$ cat src/rtl/time_keeper.sv
// time_keeper: hh:mm:ss time-of-day counter with a self-derived 1 Hz tick,
// run/stop/set modes, per-field stepping, 12/24 h presentation and a set-mode blink strobe.
module time_keeper #(
    parameter int CLK_HZ    = 50_000_000,
    parameter int HOUR_MODE = 24,
    parameter int BLINK_DIV = 4
) (
    input  logic       clk,
    input  logic       rstN,
    input  logic       on,
    input  logic       set,
    input  logic [1:0] sethms,
    input  logic       upDown,
    input  logic       step,
    output logic [4:0] hour,
    output logic [5:0] min,
    output logic [5:0] sec,
    output logic       pm,
    output logic       secTick,
    output logic       blink
);

    localparam int PW            = (CLK_HZ > 1) ? $clog2(CLK_HZ) : 1;
    localparam int BLINK_CYC_RAW = CLK_HZ / BLINK_DIV;
    localparam int BLINK_CYC     = (BLINK_CYC_RAW > 0) ? BLINK_CYC_RAW : 1;
    localparam int BW            = (BLINK_CYC > 1) ? $clog2(BLINK_CYC) : 1;
    localparam logic [PW-1:0] PRESC_LAST = PW'(CLK_HZ - 1);
    localparam logic [BW-1:0] BLINK_LAST = BW'(BLINK_CYC - 1);
    localparam bit IS_12H = (HOUR_MODE == 12);

    typedef enum logic [1:0] {
        MODE_STOP,
        MODE_SET,
        MODE_RUN
    } mode_t;

    mode_t           w_mode;
    mode_t           r_mode;
    logic [PW-1:0]   r_presc;
    logic            r_secTick;
    logic [5:0]      r_sec;
    logic [5:0]      r_min;
    logic [4:0]      r_hour;
    logic            r_stepQ;
    logic [BW-1:0]   r_blinkCnt;
    logic            r_blink;
    logic            w_tick;
    logic            w_stepEdge;
    logic [5:0]      w_secStep;
    logic [5:0]      w_minStep;
    logic [4:0]      w_hourStep;
    logic [5:0]      w_secInc;
    logic [5:0]      w_minInc;
    logic [4:0]      w_hourInc;
    logic [4:0]      w_hour12;

    // Wrapping +/-1 on a field whose legal range is 0..last.
    function automatic logic [5:0] stepWrap(input logic [5:0] value,
                                            input logic [5:0] last,
                                            input logic       up);
        if (up) begin
            return (value == last) ? 6'd0 : value + 6'd1;
        end
        return (value == 6'd0) ? last : value - 6'd1;
    endfunction

    always_comb begin
        if (!on) begin
            w_mode = MODE_STOP;
        end else if (set) begin
            w_mode = MODE_SET;
        end else begin
            w_mode = MODE_RUN;
        end
    end

    assign w_tick     = (w_mode == MODE_RUN) && (r_presc == PRESC_LAST);
    assign w_stepEdge = step & ~r_stepQ;

    assign w_secStep  = stepWrap(r_sec, 6'd59, upDown);
    assign w_minStep  = stepWrap(r_min, 6'd59, upDown);
    assign w_hourStep = 5'(stepWrap({1'b0, r_hour}, 6'd23, upDown));
    assign w_secInc   = stepWrap(r_sec, 6'd59, 1'b1);
    assign w_minInc   = stepWrap(r_min, 6'd59, 1'b1);
    assign w_hourInc  = 5'(stepWrap({1'b0, r_hour}, 6'd23, 1'b1));

    always_ff @(posedge clk or negedge rstN) begin
        if (!rstN) begin
            r_presc   <= '0;
            r_secTick <= 1'b0;
        end else if (w_mode == MODE_RUN) begin
            if (w_tick) begin
                r_presc   <= '0;
                r_secTick <= 1'b1;
            end else begin
                r_presc   <= r_presc + PW'(1);
                r_secTick <= 1'b0;
            end
        end else begin
            r_presc   <= '0;
            r_secTick <= 1'b0;
        end
    end

    // A tick ripples through the whole carry chain in one cycle; stepping touches only its own field.
    always_ff @(posedge clk or negedge rstN) begin
        if (!rstN) begin
            r_sec  <= '0;
            r_min  <= '0;
            r_hour <= '0;
        end else if (w_tick) begin
            r_sec <= w_secInc;
            if (r_sec == 6'd59) begin
                r_min <= w_minInc;
                if (r_min == 6'd59) begin
                    r_hour <= w_hourInc;
                end
            end
        end else if ((w_mode == MODE_SET) && w_stepEdge) begin
            case (sethms)
                2'd0:    r_sec  <= w_secStep;
                2'd1:    r_min  <= w_minStep;
                2'd2:    r_hour <= w_hourStep;
                default: ;
            endcase
        end
    end

    always_ff @(posedge clk or negedge rstN) begin
        if (!rstN) begin
            r_stepQ <= 1'b0;
            r_mode  <= MODE_STOP;
        end else begin
            r_stepQ <= step;
            r_mode  <= w_mode;
        end
    end

    // Blink restarts high on every SET entry so the UI always shows the field immediately.
    always_ff @(posedge clk or negedge rstN) begin
        if (!rstN) begin
            r_blinkCnt <= '0;
            r_blink    <= 1'b0;
        end else if (w_mode == MODE_SET) begin
            if (r_mode != MODE_SET) begin
                r_blinkCnt <= '0;
                r_blink    <= 1'b1;
            end else if (r_blinkCnt == BLINK_LAST) begin
                r_blinkCnt <= '0;
                r_blink    <= ~r_blink;
            end else begin
                r_blinkCnt <= r_blinkCnt + BW'(1);
            end
        end else begin
            r_blinkCnt <= '0;
            r_blink    <= 1'b0;
        end
    end

    always_comb begin
        w_hour12 = r_hour;
        if (r_hour == 5'd0) begin
            w_hour12 = 5'd12;
        end else if (r_hour > 5'd12) begin
            w_hour12 = r_hour - 5'd12;
        end
    end

    assign hour    = IS_12H ? w_hour12 : r_hour;
    assign pm      = IS_12H && (r_hour >= 5'd12);
    assign min     = r_min;
    assign sec     = r_sec;
    assign secTick = r_secTick;
    assign blink   = r_blink;

endmodule

$ cat config.mk
export PLATFORM = sky130hd
export DESIGN_NAME = time_keeper
export DESIGN_NICKNAME = d
export VERILOG_FILES = /design/src/rtl/time_keeper.sv
export SDC_FILE = /design/constraint.sdc
export NUM_CORES = 1
export LEC_CHECK = 0
export ABC_AREA = 1
export ABC_CLOCK_PERIOD_IN_PS = 3750
export CAP_MARGIN = 40
export CORE_MARGIN = 3
export CORE_UTILIZATION = 60
export DETAILED_ROUTE_END_ITERATION = 6
export HOLD_SLACK_MARGIN = 0.06
export PLACE_DENSITY_LB_ADDON = 0.08
export SLEW_MARGIN = 15
export SYNTH_ARGS = -nofsm -noshare
export SYNTH_HDL_FRONTEND = slang
export SYNTH_SLANG_ARGS = --single-unit
export TNS_END_PERCENT = 20
$ cat constraint.sdc
create_clock -name clk -period 3.75 [get_ports clk]
set_input_delay 0.5625 -clock clk [delete_from_list [all_inputs] [get_ports clk]]
set_output_delay 0.5625 -clock clk [all_outputs]
set_load 0.05 [all_outputs]
==> results.sh, run 1 <==
export IMPL_yosys_mux_area_fraction_pct=0
export IMPL_dpl_cell_count=860
export IMPL_critPathKind="reg2out"
export IMPL_fp_dieW_um=97.41
export IMPL_synth_top_area_share_pct=35.94
export IMPL_nets=787
export IMPL_wl_um=11720
export IMPL_hold_worst_slack_ns=0.1584
export IMPL_instances_no_fill=876
export IMPL_yosysWarningCount=0
export IMPL_netlist_top_cells_area="dfrtp_1, nand2_1, nor2_1"
export IMPL_synth_area_per_cell_um2=6.739
export IMPL_slowest_stage="clkdlybuf4s50_1"
export IMPL_grt_antenna_before_repair=0
export IMPL_grt_pass1_wl_um=20760
export IMPL_fin_ws_ns=1.409
export IMPL_numCtsBuffers=9
export IMPL_hpwl_um=8719
export IMPL_grt_usage_pct=26.01
export IMPL_yosys_area_top_type="dfrtp_1"
export IMPL_period_share_pct=62.43
export IMPL_slew_viol_final=0
export IMPL_synth_xor_area_share_pct=2.970
export IMPL_fmax_mhz=427.2
export IMPL_clkSlewWorstSetupHoldPaths_ns=0.08
export IMPL_outcome="complete, no violations"
export IMPL_die_area_um2=9489
export IMPL_post_cts_buffers=0
export IMPL_synth_area_um2=5014
export IMPL_cts_sinks=72
export IMPL_tightest_slew_ns=0.6889
export IMPL_slew_limit_headroom_pct=53.96
export IMPL_drive_gt1_share_pct=8.140
export IMPL_ys_ff_latch=72
export IMPL_rsz0062_at_grt="no"
export IMPL_synth_top_cells_by_count="nand2_1, nor2_1, inv_1, dfrtp_1, nand3_1"
export IMPL_holdBufCountCts=0
export IMPL_max_clock_path_buffers=2
export IMPL_synth_main_ff_cell="dfrtp_1"
export IMPL_grt_overflow=0
export IMPL_drt_iter0_drc=269
export IMPL_num_antenna_cells=0
export IMPL_htreeDepth=3
export IMPL_grt_start_max_net_pins=38
export IMPL_hold_viol_final=0
export IMPL_cts_tree="done"
export IMPL_core_area_um2=7928
export IMPL_rows=32
export IMPL_drc=0
export IMPL_synthAdderAreaFrac_pct=2.496
export IMPL_die_y_um=97.41
export IMPL_vias=4760
export IMPL_power_density_nw_per_um2=423.7
export IMPL_hold_class="in2async"
export IMPL_fin_tns_setup_ns=0
export IMPL_area_growth_pct=11.08
export IMPL_p_leak_nw=2.655
export IMPL_async_flop_share_pct=100.0
export IMPL_firstDrtPassIters=5
export IMPL_endpoint_kind="output pin"
export IMPL_clk_latency_ns=0.35
export IMPL_clkPwrFrac_pct=30.0
export IMPL_final_setup_skew_ns=0.006855
export IMPL_synthCells=744
export IMPL_ctsResizeCount=0
export IMPL_ir_drop_uv=286.9
export IMPL_synth_nets=762
export IMPL_start_util_pct=63.24
export IMPL_p_comb_share_pct=30.9
export IMPL_yosysMostFrequentCell="nand2_1"
export IMPL_num_io_pins=28
export IMPL_post_place_ws_ns=1.227
export IMPL_setup_viol=0
export IMPL_start_kind="register"
export IMPL_pwr_share_seq_pct=39.2
export IMPL_clockRootBuffer="clkbuf_8"
export IMPL_via_per_inst=5.434
export IMPL_synth_edf_count=0
export IMPL_cp_cell_sequence="clkdlybuf4s50_1"
export IMPL_synth_top_family_by_area="simple AND/OR/NAND/NOR gates"
export IMPL_gp_congestion=0.9328
export IMPL_p_sw_w=0.0008849
export IMPL_ys_types=39
export IMPL_wl_per_cell_um=13.38
export IMPL_crit_required_ns=3.19
export IMPL_io_buffer_count=26
export IMPL_synth_simple_area_share_pct=44.70
export IMPL_crit_path_max_fanout=11
export IMPL_cp_arrival_ns=1.78
export IMPL_ys_seq_area_share_pct=35.94
export IMPL_cp_top_family="buffers and inverters"
export IMPL_synth_compound_area_share_pct=5.091
export IMPL_utilization_pct=70.25
export IMPL_worst_path_largest_cell_delay_ns=0.87
export IMPL_grt_pass1_vias=4630
export IMPL_cp_num_buf_inv=1
export IMPL_fin_crit_ns=2.341
export IMPL_switching_share_pct=37.50
export IMPL_p_int_w=0.001475
export IMPL_maxCapViolCount=0
export IMPL_ant_nets=0
-- layout by cell type, fill, tap and decap left out, types with 2 or more instances in the layout --
cell | Yosys | routed
a21oi_1 | 17 | 17
a31oi_1 | 2 | 2
buf_4 | 2 | 2
bufinv_16 | 0 | 2
clkbuf_8 | 0 | 10
clkdlybuf4s50_1 | 0 | 25
dfrtp_1 | 72 | 72
ha_1 | 10 | 10
inv_1 | 88 | 88
inv_2 | 5 | 5
inv_6 | 0 | 2
nand2_1 | 218 | 218
nand2_2 | 10 | 10
nand2_4 | 4 | 4
nand3_1 | 72 | 72
nand3_2 | 3 | 3
nand3b_1 | 2 | 2
nand4_1 | 20 | 20
nor2_1 | 108 | 108
nor2_2 | 7 | 7
nor2_4 | 7 | 7
nor3_1 | 29 | 29
nor3b_1 | 4 | 4
nor4_1 | 3 | 3
o211ai_1 | 7 | 7
o21ai_0 | 9 | 9
o21ai_2 | 3 | 3
o21bai_1 | 2 | 2
or2_2 | 2 | 2
xnor2_1 | 4 | 4
xor2_1 | 13 | 13
-- power by group through the flow --
stage	sequential, W	combinational (W)	clock [W]
global placement	0.000938	0.000711	0
finish	0.000925	0.000728	0.000707
floorplan	0.00105	0.000405	0
global route	0.000938	0.000809	0.000753
CTS	0.000925	0.000728	0.000718
detailed placement	0.000940	0.000723	0
-- state kept, by name (all words and copies together), names as in the netlist --
signal      cells
blink           1
hour            5
min             6
r_blinkCnt     24
r_mode          2
r_presc        26
r_stepQ         1
sec             6
secTick         1
-- area by class of cell --
type	count	area [um2]
fillers	675	2359
flip-flops and latches	72	1802
inverters	94	352.8
clock buffers	10	137.6
well taps	102	127.6
repair buffers	28	285.3
multi-input cells	564	2774
clock inverters	6	90.09
-- logic make-up (layout without fill, tap and decap cells) --
| logic type | count (synthesis) | in the layout |
|---|---|---|
| buffers and inverters | 108 | 138 |
| and+or+nand+nor | 493 | 493 |
| AOI/OAI and AO/OA | 43 | 43 |
| xor gates and xnor gates | 17 | 17 |
| adders and majority gates | 10 | 10 |
| DFF | 72 | 72 |
| other | 1 | 1 |
-- worst reg2reg max path, stage by stage (launching register included) --
cell and delay, ns:
dfrtp_1 0.43, ha_1 0.21, nand2_1 0.09, inv_1 0.08, nand2_1 0.07, nor2_1 0.12, nand3_1 0.11, nand2_1 0.53
inv_2 0.16, o21ai_1 0.13, nor2_1 0.05
-- through the flow --
step           total power (W)  instance area (um2)
3_5_place_dp          0.001663                 5341
5_1_grt               0.002500                 5569
4_1_cts               0.002370                 5569
3_3_place_gp          0.001649                 5321
6_report              0.002360                 5569
2_1_floorplan         0.001455                 5014
-- per-layer routing --
metal  GRT usage, %  vias to the layer above  share of wire [%]
met5              0                        -                  0
met4          10.44                        0                2.5
met3          3.374                       26                4.0
met2          42.01                      125                 47
met1          35.47                     2189                 46
li1               -                     2420                  -
-- path summary, 6_finish.rpt --
path,depth (start not counted),slack [ns],from,end
setup / recovery,1,1.41,sec[2],sec[2]
hold / removal,1,0.16,rstN,r_blinkCnt[9]
setup reg to reg,10,1.66,r_blinkCnt[0],r_blinkCnt[23]
hold reg to reg,2,0.53,blink,blink
max in group asynchronous,2,3.04,rstN,min[5]
min in group clk,2,0.53,blink,blink
Power figures use the tool's default switching activity.
==> run 2, diff against run 1 <==
--- a/config.mk
+++ b/config.mk
@@ -6,10 +6,10 @@
 export NUM_CORES = 1
 export LEC_CHECK = 0
 export ABC_AREA = 1
-export ABC_CLOCK_PERIOD_IN_PS = 3750
+export ABC_CLOCK_PERIOD_IN_PS = 1980
 export CAP_MARGIN = 40
 export CORE_MARGIN = 3
-export CORE_UTILIZATION = 60
+export CORE_UTILIZATION = 55
 export DETAILED_ROUTE_END_ITERATION = 6
 export HOLD_SLACK_MARGIN = 0.06
 export PLACE_DENSITY_LB_ADDON = 0.08
==> constraint.sdc (replaced) <==
create_clock -name clk -period 1.98 [get_ports clk]
set_input_delay 0.297 -clock clk [delete_from_list [all_inputs] [get_ports clk]]
set_output_delay 0.297 -clock clk [all_outputs]
set_load 0.05 [all_outputs]
==> results.sh, run 2 (synthesized netlist as in run 1, its figures left out) <==
export IMPL_crit_required_ns=1.68
export IMPL_io_buffer_count=26
export IMPL_numCtsBuffers=9
export IMPL_route_met3_wl_um=469
export IMPL_die_y_um=101.5
export IMPL_nets=798
export IMPL_r2r_cells=8
export IMPL_cts_tree="done"
export IMPL_slew_limit_headroom_pct=66.34
export IMPL_top_layer="met4"
export IMPL_p_int_w=0.002735
export IMPL_ir_drop_uv=647.1
export IMPL_multi_input_area_um2=2781
export IMPL_largest_reg_flops=26
export IMPL_regArea_um2=1802
export IMPL_cp_num_buf_inv=1
export IMPL_drc=0
export IMPL_regToRegEndpoint="hour[0]"
export IMPL_clockRootBuffer="clkbuf_8"
export IMPL_rsz0062_at_grt="no"
export IMPL_endpoint_kind="output pin"
export IMPL_hold_viol_final=0
export IMPL_hold_worst_slack_ns=0.3863
export IMPL_wl_met2_um=5421
export IMPL_grt_pass1_vias=4343
export IMPL_num_antenna_cells=0
export IMPL_layout_commonest_cell="nand2_1"
export IMPL_setup_viol=0
export IMPL_fp_dieW_um=101.5
export IMPL_fmax_mhz=527.3
export IMPL_cts_sinks=72
export IMPL_cp_arrival_ns=1.60
export IMPL_core_area_um2=8806
export IMPL_final_cell_mix="nand2_1, nor2_1, inv_1"
export IMPL_crit_start="hour[4]"
export IMPL_power_density_nw_per_um2=776.9
export IMPL_period_share_pct=95.78
export IMPL_area_growth_pct=12.68
export IMPL_cp_top_family="buffers and inverters"
export IMPL_path_depth=1
export IMPL_worst_path_largest_cell_delay_ns=0.83
export IMPL_p_comb_share_pct=31.9
export IMPL_outcome="complete, no violations"
export IMPL_tightest_slew_ns=0.5033
export IMPL_reg2reg_setup_slack_ns=0.18
export IMPL_grt_antenna_before_repair=0
export IMPL_wl_um=11590
export IMPL_crit_path_max_fanout=5
export IMPL_fillers=826
export IMPL_pwr_share_seq_pct=39.4
export IMPL_slew_viol_final=0
export IMPL_hold_class="in2async"
export IMPL_gp_congestion=0.9368
export IMPL_grt_usage_pct=23.71
export IMPL_start_util_pct=56.93
export IMPL_p_leak_nw=2.781
export IMPL_htreeDepth=3
export IMPL_hpwl_um=8815
export IMPL_grt_overflow=0
export IMPL_clkPwrFrac_pct=28.7
export IMPL_post_place_ws_ns=-0.02460
export IMPL_ant_nets=0
export IMPL_drive_gt1_share_pct=9.694
export IMPL_fin_ws_ns=0.08358
export IMPL_vias=4749
export IMPL_start_kind="register"
export IMPL_largest_registers="r_presc (26), r_blinkCnt (24)"
export IMPL_wl_per_cell_um=12.99
export IMPL_maxCapViolCount=0
export IMPL_rr_startpoint="sec[1]"
export IMPL_instances_no_fill=892
export IMPL_grt_start_max_net_pins=36
export IMPL_grt_pass1_wl_um=19740
export IMPL_cp_endpoint="hour[4]"
export IMPL_p_sw_w=0.001654
export IMPL_final_setup_skew_ns=0.01353
export IMPL_clk_latency_ns=0.35
export IMPL_firstDrtPassIters=5
export IMPL_rows=34
export IMPL_wl_met1_um=5562
export IMPL_slowest_stage="clkdlybuf4s50_1"
export IMPL_cp_cell_sequence="clkdlybuf4s50_1"
export IMPL_max_flop_register="r_presc"
export IMPL_fin_crit_ns=1.896
export IMPL_drt_iter0_drc=267
export IMPL_dpl_cell_count=876
export IMPL_post_cts_buffers=0
export IMPL_critPathKind="reg2out"
export IMPL_num_io_pins=28
export IMPL_max_clock_path_buffers=2
export IMPL_die_area_um2=10300
export IMPL_via_per_inst=5.324
export IMPL_clkSlewWorstSetupHoldPaths_ns=0.08
export IMPL_switching_share_pct=37.70
[run 2: cell count changes in the layout (fill, tap and decap cells not counted), sizes merged]
cell / previous run / this run
buf: 3 / 18
clkdlybuf4s50: 25 / 9
clkinv: 2 / 4
clkinvlp: 1 / 0
dlygate4sd2: 0 / 8
dlygate4sd3: 0 / 1
dlymetal6s2s: 0 / 3
inv: 95 / 93
[run 2: worst min path at each step]
stage	start	endpoint	slack, ns	cells past startpoint
floorplan	rstN	blink	0.001	0
global placement	rstN	r_blinkCnt[10]	0.20	1
detailed placement	rstN	r_blinkCnt[10]	0.20	1
CTS	rstN	r_blinkCnt[10]	0.37	2
global route	rstN	r_blinkCnt[10]	0.38	2
finish	rstN	r_blinkCnt[10]	0.39	2
[run 2: worst register-to-register path: cells and delay by family (launching register included)]
family | cells | cell delay, ns
and+or+nand+nor | 7 | 0.96
adders and majority gates | 1 | 0.26
DFF | 1 | 0.47
[run 2: what timing repair did]
item,4_1_cts,5_1_grt
hold endpoints to repair,20,0
hold buffers,1,0
resized for setup,8,4
pin swaps,0,0
setup endpoints to repair,8,4
[run 2: routing by layer]
layer | track usage (%) | up-vias
met4 | 5.521 | 0
met2 | 38.58 | 91
met1 | 32.50 | 2197
met3 | 5.096 | 14
li1 | - | 2447
met5 | 0 | -
[run 2: power groups by stage]
stage	Combinational, W	Clock, W	Sequential [W]
final	0.00140	0.00126	0.00173
after global routing	0.00155	0.00136	0.00175
after CTS	0.00141	0.00129	0.00173
after detailed placement	0.00142	0	0.00176
after global placement	0.00141	0	0.00176
after floorplan	0.000768	0	0.00199
[run 2: per-stage QoR]
| stage | area (um2) | TNS, ns | util (%) | power (W) |
|---|---|---|---|---|
| after floorplan | 5014 | 0 | - | 0.002756 |
| after global placement | 5424 | -0.1356 | 61.59 | 0.003163 |
| after detailed placement | 5424 | -0.1108 | 61.59 | 0.003183 |
| after CTS | 5634 | 0 | 63.98 | 0.004429 |
| after global routing | 5649 | 0 | 64.15 | 0.004666 |
| final | 5649 | 0 | 64.15 | 0.004389 |
[run 2: layout make-up]
| type | instances | area share [%] |
|---|---|---|
| multi-input cells | 564 | 49.24 |
| flip-flops and latches | 72 | 31.89 |
| repair buffers | 39 | 6.512 |
| inverters | 94 | 6.246 |
| well taps | 108 | 2.392 |
| clock buffers | 10 | 2.259 |
| clock inverters | 5 | 1.462 |
==> run 3, diff against run 2 <==
--- a/config.mk
+++ b/config.mk
@@ -12,6 +12,7 @@
 export CORE_UTILIZATION = 55
 export DETAILED_ROUTE_END_ITERATION = 6
 export HOLD_SLACK_MARGIN = 0.06
+export MAX_ROUTING_LAYER = met4
 export PLACE_DENSITY_LB_ADDON = 0.08
 export SLEW_MARGIN = 15
 export SYNTH_ARGS = -nofsm -noshare
==> results.sh, run 3 (synthesized netlist as in run 1, its figures left out) <==
export IMPL_outcome="complete, no violations"
export IMPL_clockRootBuffer="clkbuf_8"
export IMPL_grtUsageMet1_pct=33.41
export IMPL_num_antenna_cells=0
export IMPL_maxCapViolCount=0
export IMPL_crit_required_ns=1.68
export IMPL_cts_sinks=72
export IMPL_met3_usage_pct=4.132
export IMPL_regToRegEndpoint="hour[4]"
export IMPL_gp_congestion=0.9512
export IMPL_reg2reg_setup_slack_ns=0.19
export IMPL_ant_nets=0
export IMPL_grt_busiest_layer="met2"
export IMPL_slowest_stage="clkdlybuf4s50_1"
export IMPL_cts_tree="done"
export IMPL_p_leak_nw=2.775
export IMPL_wl_um=11740
export IMPL_grt_overflow=0
export IMPL_clk_latency_ns=0.36
export IMPL_instances_no_fill=892
export IMPL_start_util_pct=56.93
export IMPL_grt_pass1_wl_um=20530
export IMPL_crit_path_max_fanout=5
export IMPL_clkSlewWorstSetupHoldPaths_ns=0.09
export IMPL_rsz0062_at_grt="no"
export IMPL_cp_cell_sequence="clkdlybuf4s50_1"
export IMPL_area_growth_pct=12.88
export IMPL_power_density_nw_per_um2=785.9
export IMPL_layout_commonest_cell="nand2_1"
export IMPL_rr_startpoint="r_presc[0]"
export IMPL_rows=34
export IMPL_largest_reg_flops=26
export IMPL_dpl_cell_count=875
export IMPL_vias=4796
export IMPL_core_area_um2=8806
export IMPL_fillers=812
export IMPL_placed_area_um2=5414
export IMPL_firstDrtPassIters=7
export IMPL_fin_total_pwr_w=0.004447
export IMPL_hold_class="in2async"
export IMPL_numCtsBuffers=9
export IMPL_via_per_inst=5.377
export IMPL_start_kind="register"
export IMPL_fin_tns_setup_ns=0
export IMPL_period_share_pct=96.38
export IMPL_hold_viol_final=0
export IMPL_drt_iter0_drc=302
export IMPL_slew_limit_headroom_pct=66.02
export IMPL_r2r_cells=10
export IMPL_final_area_um2=5659
export IMPL_final_cell_mix="nand2_1, nor2_1, inv_1"
export IMPL_fin_ws_ns=0.07173
export IMPL_cp_arrival_ns=1.61
export IMPL_fin_crit_ns=1.908
export IMPL_wl_per_cell_um=13.16
export IMPL_slew_viol_final=0
export IMPL_grt_antenna_before_repair=0
export IMPL_fmax_mhz=524.0
export IMPL_io_buffer_count=26
export IMPL_endpoint_kind="output pin"
export IMPL_cp_top_family="buffers and inverters"
export IMPL_critPathKind="reg2out"
export IMPL_grt_start_max_net_pins=43
export IMPL_final_setup_skew_ns=0.01603
export IMPL_htreeDepth=3
export IMPL_die_y_um=101.5
export IMPL_hpwl_um=8826
export IMPL_nets=797
export IMPL_cp_num_buf_inv=1
export IMPL_num_io_pins=28
export IMPL_tightest_slew_ns=0.5080
export IMPL_grt_usage_pct=25.36
export IMPL_grt_pass1_vias=4436
export IMPL_max_flop_register="r_presc"
export IMPL_setup_viol=0
export IMPL_fp_dieW_um=101.5
export IMPL_worst_path_largest_cell_delay_ns=0.83
export IMPL_drive_gt1_share_pct=9.949
export IMPL_met2_usage_pct=40.39
export IMPL_drc=0
export IMPL_post_place_ws_ns=-0.02943
export IMPL_largest_registers="r_presc (26), r_blinkCnt (24)"
export IMPL_ir_drop_uv=527.7
export IMPL_die_area_um2=10300
export IMPL_max_clock_path_buffers=2
## run 3: how the worst max path moves through the flow
stage	startpoint	slack, ns	cells past startpoint	to
global route	hour[4]	0.007	1	hour[4]
global placement	on	-0.04	7	min[1]
finish	hour[4]	0.07	1	hour[4]
detailed placement	set	-0.03	7	min[3]
CTS	sec[1]	0.008	1	sec[1]
floorplan	sec[1]	0.09	8	hour[0]
## run 3: area by class of cell
cell class | count | area (um2) | share of cell area (%)
Clock inverter | 7 | 98.84 | 1.747
Clock buffer | 9 | 123.9 | 2.189
Tap cell | 108 | 135.1 | 2.388
Inverter | 94 | 352.8 | 6.235
Sequential cell | 72 | 1802 | 31.84
Timing Repair Buffer | 38 | 360.3 | 6.367
Multi-Input combinational cell | 564 | 2786 | 49.24
## run 3: power breakdown
group	switching, W	internal, W	leakage [nW]
registers	0.000176	0.00156	0.984
logic	0.000925	0.000477	1.68
clock network	0.000592	0.000720	0.111
total	0.00169	0.00275	2.77
## run 3: metal layers
layer  share of wire, %  up-vias
met1                 47     2240
met3                3.5       19
met5                  0        -
li1                   -     2442
met4                1.6        0
met2                 48       95
## run 3: timing repair
item	4_1_cts	5_1_grt
endpoints found under the setup margin	6	8
buffers inserted	0	0
pin swaps	0	0
hold buffers	1	0
hold endpoints to repair	30	0
resized for setup	6	5
## run 3: through the flow
step                hold slack, ns  util (%)
detailed placement          0.2561     61.48
finish                      0.4144     64.27
global route                0.4280     64.27
CTS                         0.4124     64.04
floorplan                 0.001409         -
global placement            0.2550     61.48
==> RTL change 1, RTL diff (settings of run 3) <==
Set the parameter `HOUR_MODE` to 12 (it was 24).
--- a/src/rtl/time_keeper.sv
+++ b/src/rtl/time_keeper.sv
@@ -3,5 +3,5 @@
 module time_keeper #(
     parameter int CLK_HZ    = 50_000_000,
-    parameter int HOUR_MODE = 24,
+    parameter int HOUR_MODE = 12,
     parameter int BLINK_DIV = 4
 ) (
Behaviour: not the same (Yosys sat finds a counterexample within 4 cycles, from zero or initial values and one cycle with rstN low).
==> RTL change 1 against run 3 <==
The flow now finishes with violations (setup timing). Area after synthesis rose by 2.1%. Final area grew 8.3%. First-iteration DRC count is 1.7% lower. Critical path depth grew 7. Total power up 19%. Worst setup slack got worse by 0.11 ns. Sequential cell count is the same. Core utilization up 4.7 points. Die area up 2.0%. Synthesized cell count up 0.54%. Hold slack worse by 0.0020 ns. Wire length increased by 7.7%. Critical path type unchanged.
==> RTL change 1: results (changes against run 3) <==
Placed insts: 892 (was 875)
Max FO, Critical Path: 4 (was 5)
Clk_lat worst skew: 0.35 ns
Min Hold Slack: 0.4124 ns (was 0.4144 ns)
Run status: finished with violations (was finished clean)
R2R setup slack: 0.17 ns (was 0.19 ns)
Wirelength, routed: 12640 microns (was 11740 microns)
Synth Area in Compound Gates: 5.134% (was 5.091%)
WL/cell: 13.77 microns (was 13.16 microns)
Layout Nets: 827 (was 797)
Initial DRC count: 297 (was 302)
Final setup fails: 3 (was 0)
Slowest cell on crit path: dfrtp_2 (was clkdlybuf4s50_1)
CTS resizes: 16 (was 6)
Vias in the first global route: 4753 (was 4436)
Final routed DRC violation total: 0 (unchanged)
Failing checks: setup timing
Synth Area in Adders: 3.423% (was 2.496%)
FF-to-FF path depth: 11 (was 10)
Overall global routing resource usage: 26.11% (was 25.36%)
Fin Setup TNS: -0.08712 ns (was 0 ns)
HPWL after DPL: 9364 microns (was 8826 microns)
Synth cell types: 40 (was 39)
P_leak: 3.027 nW (was 2.775 nW)
Worst r2r src: r_presc[0]$_DFF_PN0_ (unchanged)
Post-Place Setup Slack: 0.03908 ns (was -0.02943 ns)
Reg-to-reg endpoint: r_hour[1]$_DFFE_PN0P_ (was hour[4]$_DFFE_PN0P_)
First-pass GRT wire length: 21370 microns (was 20530 microns)
Total CTS buffers: 9 (unchanged)
CTS Hold Bufs: 1 (unchanged)
Area grow syn2layout: 19.76% (was 12.88%)
Cells after Synth: 748 (was 744)
Layout fillers: 746 (was 812)
Post-Syn Nets: 770 (was 762)
Share of cells above drive strength 1: 15.31% (was 9.949%)
Drt via density: 5.477 (was 5.377)
Internal Power: 0.003258 W (was 0.002754 W)
Top post-synthesis cells by area: dfrtp_1, nand2_1, nand3_1 (was dfrtp_1, nand2_1, nor2_1)
Max VDD drop: 496.8 uV (was 527.7 uV)
Largest delay share family, worst path: flip-flops (was buffers and inverters)
Top cell types by occurrence after synthesis: nand2_1, nor2_1, inv_1, nand3_1, dfrtp_1 (was nand2_1, nor2_1, inv_1, dfrtp_1, nand3_1)
Final Wtd Congestion: 0.9424 (was 0.9512)
DP Area: 5675 sq um (was 5414 sq um)
Setup ws final: -0.04260 ns (was 0.07173 ns)
PortBufs: 27 (was 26)
Clock Skew: 0.01499 ns (was 0.01603 ns)
Slowest stage delay, CP: 0.41 ns (was 0.83 ns)
Worst slew pin tran: 0.5117 ns (was 0.5080 ns)
Drt pass-1 iters: 5 (was 7)
Setup Buffers After CTS: 8 (was 0)
Register area share after synthesis: 35.21% (was 35.94%)
Synth Area in XOR/XNOR: 2.225% (was 2.970%)
RTL change 1: cell count changes in the layout (fill, tap and decap cells not counted), sizes merged, moves of 5 or more:
cell          before  now
o21ai             13   24
nand2            232  216
dlymetal6s2s       3    8
buf               18   37
dlygate4sd2        6    1
o211ai             7    2
nand3             75   90
RTL change 1: worst max-delay path by stage:
stage	start	to	slack (ns)	cells after the start
2_1_floorplan	r_hour[3]$_DFFE_PN0P_	hour[2]	-0.37	6
3_3_place_gp	on	r_hour[3]$_DFFE_PN0P_	0.09	10
3_5_place_dp	set	sec[0]$_DFFE_PN0P_	0.04	8
4_1_cts	r_hour[2]$_DFFE_PN0P_	hour[2]	-0.07	8
5_1_grt	r_hour[3]$_DFFE_PN0P_	hour[2]	-0.12	8
6_report	r_hour[3]$_DFFE_PN0P_	hour[2]	-0.04	8
RTL change 1: final cells by class:
cell class	instances	share of cell area (%)
clock buffers	10	2.246
clock inverters	6	1.837
inverters	98	6.043
multi-input cells	567	48.55
flip-flops and latches	72	29.42
well taps	108	2.205
repair buffers	57	9.698
RTL change 1: power groups by stage:
stage	Clock, W	Combinational (W)	Sequential, W
final	0.00148	0.00209	0.00171
after global routing	0.00156	0.00229	0.00173
after CTS	0.00150	0.00199	0.00170
after detailed placement	0	0.00188	0.00173
after global placement	0	0.00185	0.00173
after floorplan	0	0.00104	0.00191
RTL change 1: routing by layer:
layer / wire length (microns) / up-vias / part of all wire (%) / global-route usage, %
met4: 178 / 0 / 1.4 / 7.972
met1: 5679 / 2349 / 45 / 33.16
met3: 579 / 19 / 4.6 / 3.345
li1: - / 2515 / - / -
met5: 0 / - / 0 / -
met2: 6204 / 145 / 49 / 43.50
==> RTL change 2, RTL diff (settings of run 3) <==
Made on the original files. Re-encode `mode_t` (3 values) as one-hot, 3 bits wide.
--- a/src/rtl/time_keeper.sv
+++ b/src/rtl/time_keeper.sv
@@ -29,8 +29,8 @@
     localparam bit IS_12H = (HOUR_MODE == 12);
 
-    typedef enum logic [1:0] {
-        MODE_STOP,
-        MODE_SET,
-        MODE_RUN
+    typedef enum logic [2:0] {
+        MODE_STOP = 3'b001,
+        MODE_SET  = 3'b010,
+        MODE_RUN  = 3'b100
     } mode_t;
 
Behaviour: same outputs for any inputs over 10 cycles, from zero or initial values and one cycle with rstN low; not proved beyond that.
==> RTL change 2 against run 3 <==
Cell count fell by 3.5%. Final area down 2.0%. Total power rose by 0.27%. Area after synthesis fell by 4.3%. Sequential share of layout area grew 1.1 points. Largest cell class unchanged. Wire length down 3.6%. Critical path depth did not move. First-iteration DRC count rose by 5.6%. Worst setup slack got worse by 0.030 ns. Fmax decreased by 1.5%. Sequential cell count up 1.
==> RTL change 2: results (changes against run 3) <==
Setup ws final: 0.04198 ns (was 0.07173 ns)
Largest regs: r_presc x26, r_blinkCnt x24 (unchanged)
WL/cell: 13.14 microns (was 13.16 microns)
Worst slew pin tran: 0.5126 ns (was 0.5080 ns)
P_leak: 2.734 nW (was 2.775 nW)
CP Data Arrival Time: 1.64 ns (was 1.61 ns)
Reg-to-reg endpoint: sec[4]$_DFFE_PN0P_ (was hour[4]$_DFFE_PN0P_)
Worst r2r src: sec[0]$_DFFE_PN0P_ (was r_presc[0]$_DFF_PN0_)
Commonest non-fill, non-tap cell in the layout: nand2_1 (unchanged)
Vias in the first global route: 4419 (was 4436)
Hold crit path type: in -> async (unchanged)
CTS resizes: 5 (was 6)
First-pass GRT wire length: 19920 microns (was 20530 microns)
Max VDD drop: 810.9 uV (was 527.7 uV)
Top cell types by occurrence after synthesis: nand2_1, nor2_1, inv_1, nand3_1, dfrtp_1 (was nand2_1, nor2_1, inv_1, dfrtp_1, nand3_1)
Drt pass-1 iters: 5 (was 7)
Crit. Startpoint: min[5]$_DFFE_PN0P_ (was hour[4]$_DFFE_PN0P_)
Overall global routing resource usage: 25.20% (was 25.36%)
FF-to-FF path depth: 10 (unchanged)
Maximum buffer depth of the clock tree: 2 (unchanged)
Gr ovfl total: 0 (unchanged)
Largest net degree at the start of global routing: 33 (was 43)
H-tree level count: 3 (unchanged)
Register area share after synthesis: 38.09% (was 35.94%)
CP endpoint: min[5] (was hour[4])
Post-Place Setup Slack: 0.05112 ns (was -0.02943 ns)
Vias: 4574 (was 4796)
Clk_lat worst skew: 0.35 ns
Slowest stage delay, CP: 0.84 ns
Clock Skew: 0.01593 ns (was 0.01603 ns)
HPWL after DPL: 8477 microns (was 8826 microns)
N_diodes: 0 (unchanged)
DP Area: 5256 sq um (was 5414 sq um)
Setup Buffers After CTS: 0 (unchanged)
Run status: finished clean (unchanged)
Synth cell types: 36 (was 39)
Layout fillers: 753 (was 812)
Clk slew on worst S/H paths: 0.09 ns (about the same)
CTS Hold Bufs: 1 (unchanged)
Top post-synthesis cells by area: dfrtp_1, nand2_1, nor2_1 (unchanged)
Max FO, Critical Path: 6 (was 5)
Total CTS buffers: 9 (unchanged)
Biggest register: r_presc (unchanged)
Final Wtd Congestion: 0.9428 (was 0.9512)
Post-Syn Nets: 723 (was 762)
Layout Nets: 769 (was 797)
Share of cells above drive strength 1: 9.921% (was 9.949%)
Initial DRC count: 319 (was 302)
R2R setup slack: 0.14 ns (was 0.19 ns)
[RTL change 2: cell types whose count changed in the layout (fill, tap and decap cells not counted), sizes merged, moves of 3 or more]
cell / change
inv: -5
o211ai: -6
nand2: -15
a21oi: -9
nor2: -5
dlymetal6s2s: +3
nor3: -4
buf: +5
[RTL change 2: layout make-up]
cell class / instances / area (sq um) / area share, %
Inverter: 92 / 345.3 / 6.225
Tap cell: 105 / 131.4 / 2.368
Timing Repair Buffer: 46 / 424.2 / 7.645
Multi-Input combinational cell: 529 / 2590 / 46.68
Clock inverter: 5 / 77.57 / 1.398
Sequential cell: 73 / 1828 / 32.95
Clock buffer: 11 / 151.4 / 2.729
[RTL change 2: how the worst min path moves through the flow]
stage               slack (ns)                       end
finish                    0.41  r_blinkCnt[14]$_DFF_PN0_
global route              0.45  r_blinkCnt[14]$_DFF_PN0_
CTS                       0.43  r_blinkCnt[14]$_DFF_PN0_
detailed placement        0.26  r_blinkCnt[14]$_DFF_PN0_
global placement          0.27   r_blinkCnt[9]$_DFF_PN0_
floorplan                0.001         blink$_DFFE_PN0P_
[RTL change 2: per-stage QoR]
stage | instances | hold slack [ns] | utilization [%] | setup TNS [ns] | power [W]
2_1_floorplan | 705 | 0.001409 | - | 0 | 0.002748
3_3_place_gp | 842 | 0.2651 | 63.02 | 0 | 0.003144
3_5_place_dp | 842 | 0.2636 | 63.02 | 0 | 0.003174
4_1_cts | 859 | 0.4272 | 65.81 | 0 | 0.004480
5_1_grt | 861 | 0.4488 | 66.52 | -0.01493 | 0.004729
6_report | 861 | 0.4071 | 66.52 | 0 | 0.004459
[RTL change 2: power breakdown]
group	switching (W)	internal [W]	total, W
registers	0.000161	0.00158	0.00174
logic	0.000919	0.000472	0.00139
clock network	0.000553	0.000774	0.00133
total	0.00163	0.00283	0.00446
[RTL change 2: kinds of logic (layout without fill, tap and decap cells)]
logic type / after synthesis / count (layout) / synth area share, %
AND/OR/NAND/NOR: 469 / 469 / 43.69
XOR/XNOR: 21 / 21 / 3.832
flip-flops: 73 / 73 / 38.09
other: 1 / 1 / 0.07813
adder cells (fa/ha/maj): 10 / 10 / 2.607
AO/OA/AOI/OAI: 28 / 28 / 3.155
buffers and inverters: 103 / 154 / 8.550
[RTL change 2: layer usage]
| layer | up-vias | wire length, microns | share of wire [%] | GRT usage [%] |
|---|---|---|---|---|
| met1 | 2117 | 5086 | 45 | 32.43 |
| li1 | 2329 | - | - | - |
| met4 | 0 | 118 | 1.0 | 5.987 |
| met5 | - | 0 | 0 | - |
| met2 | 113 | 5535 | 49 | 41.74 |
| met3 | 15 | 576 | 5.1 | 4.278 |
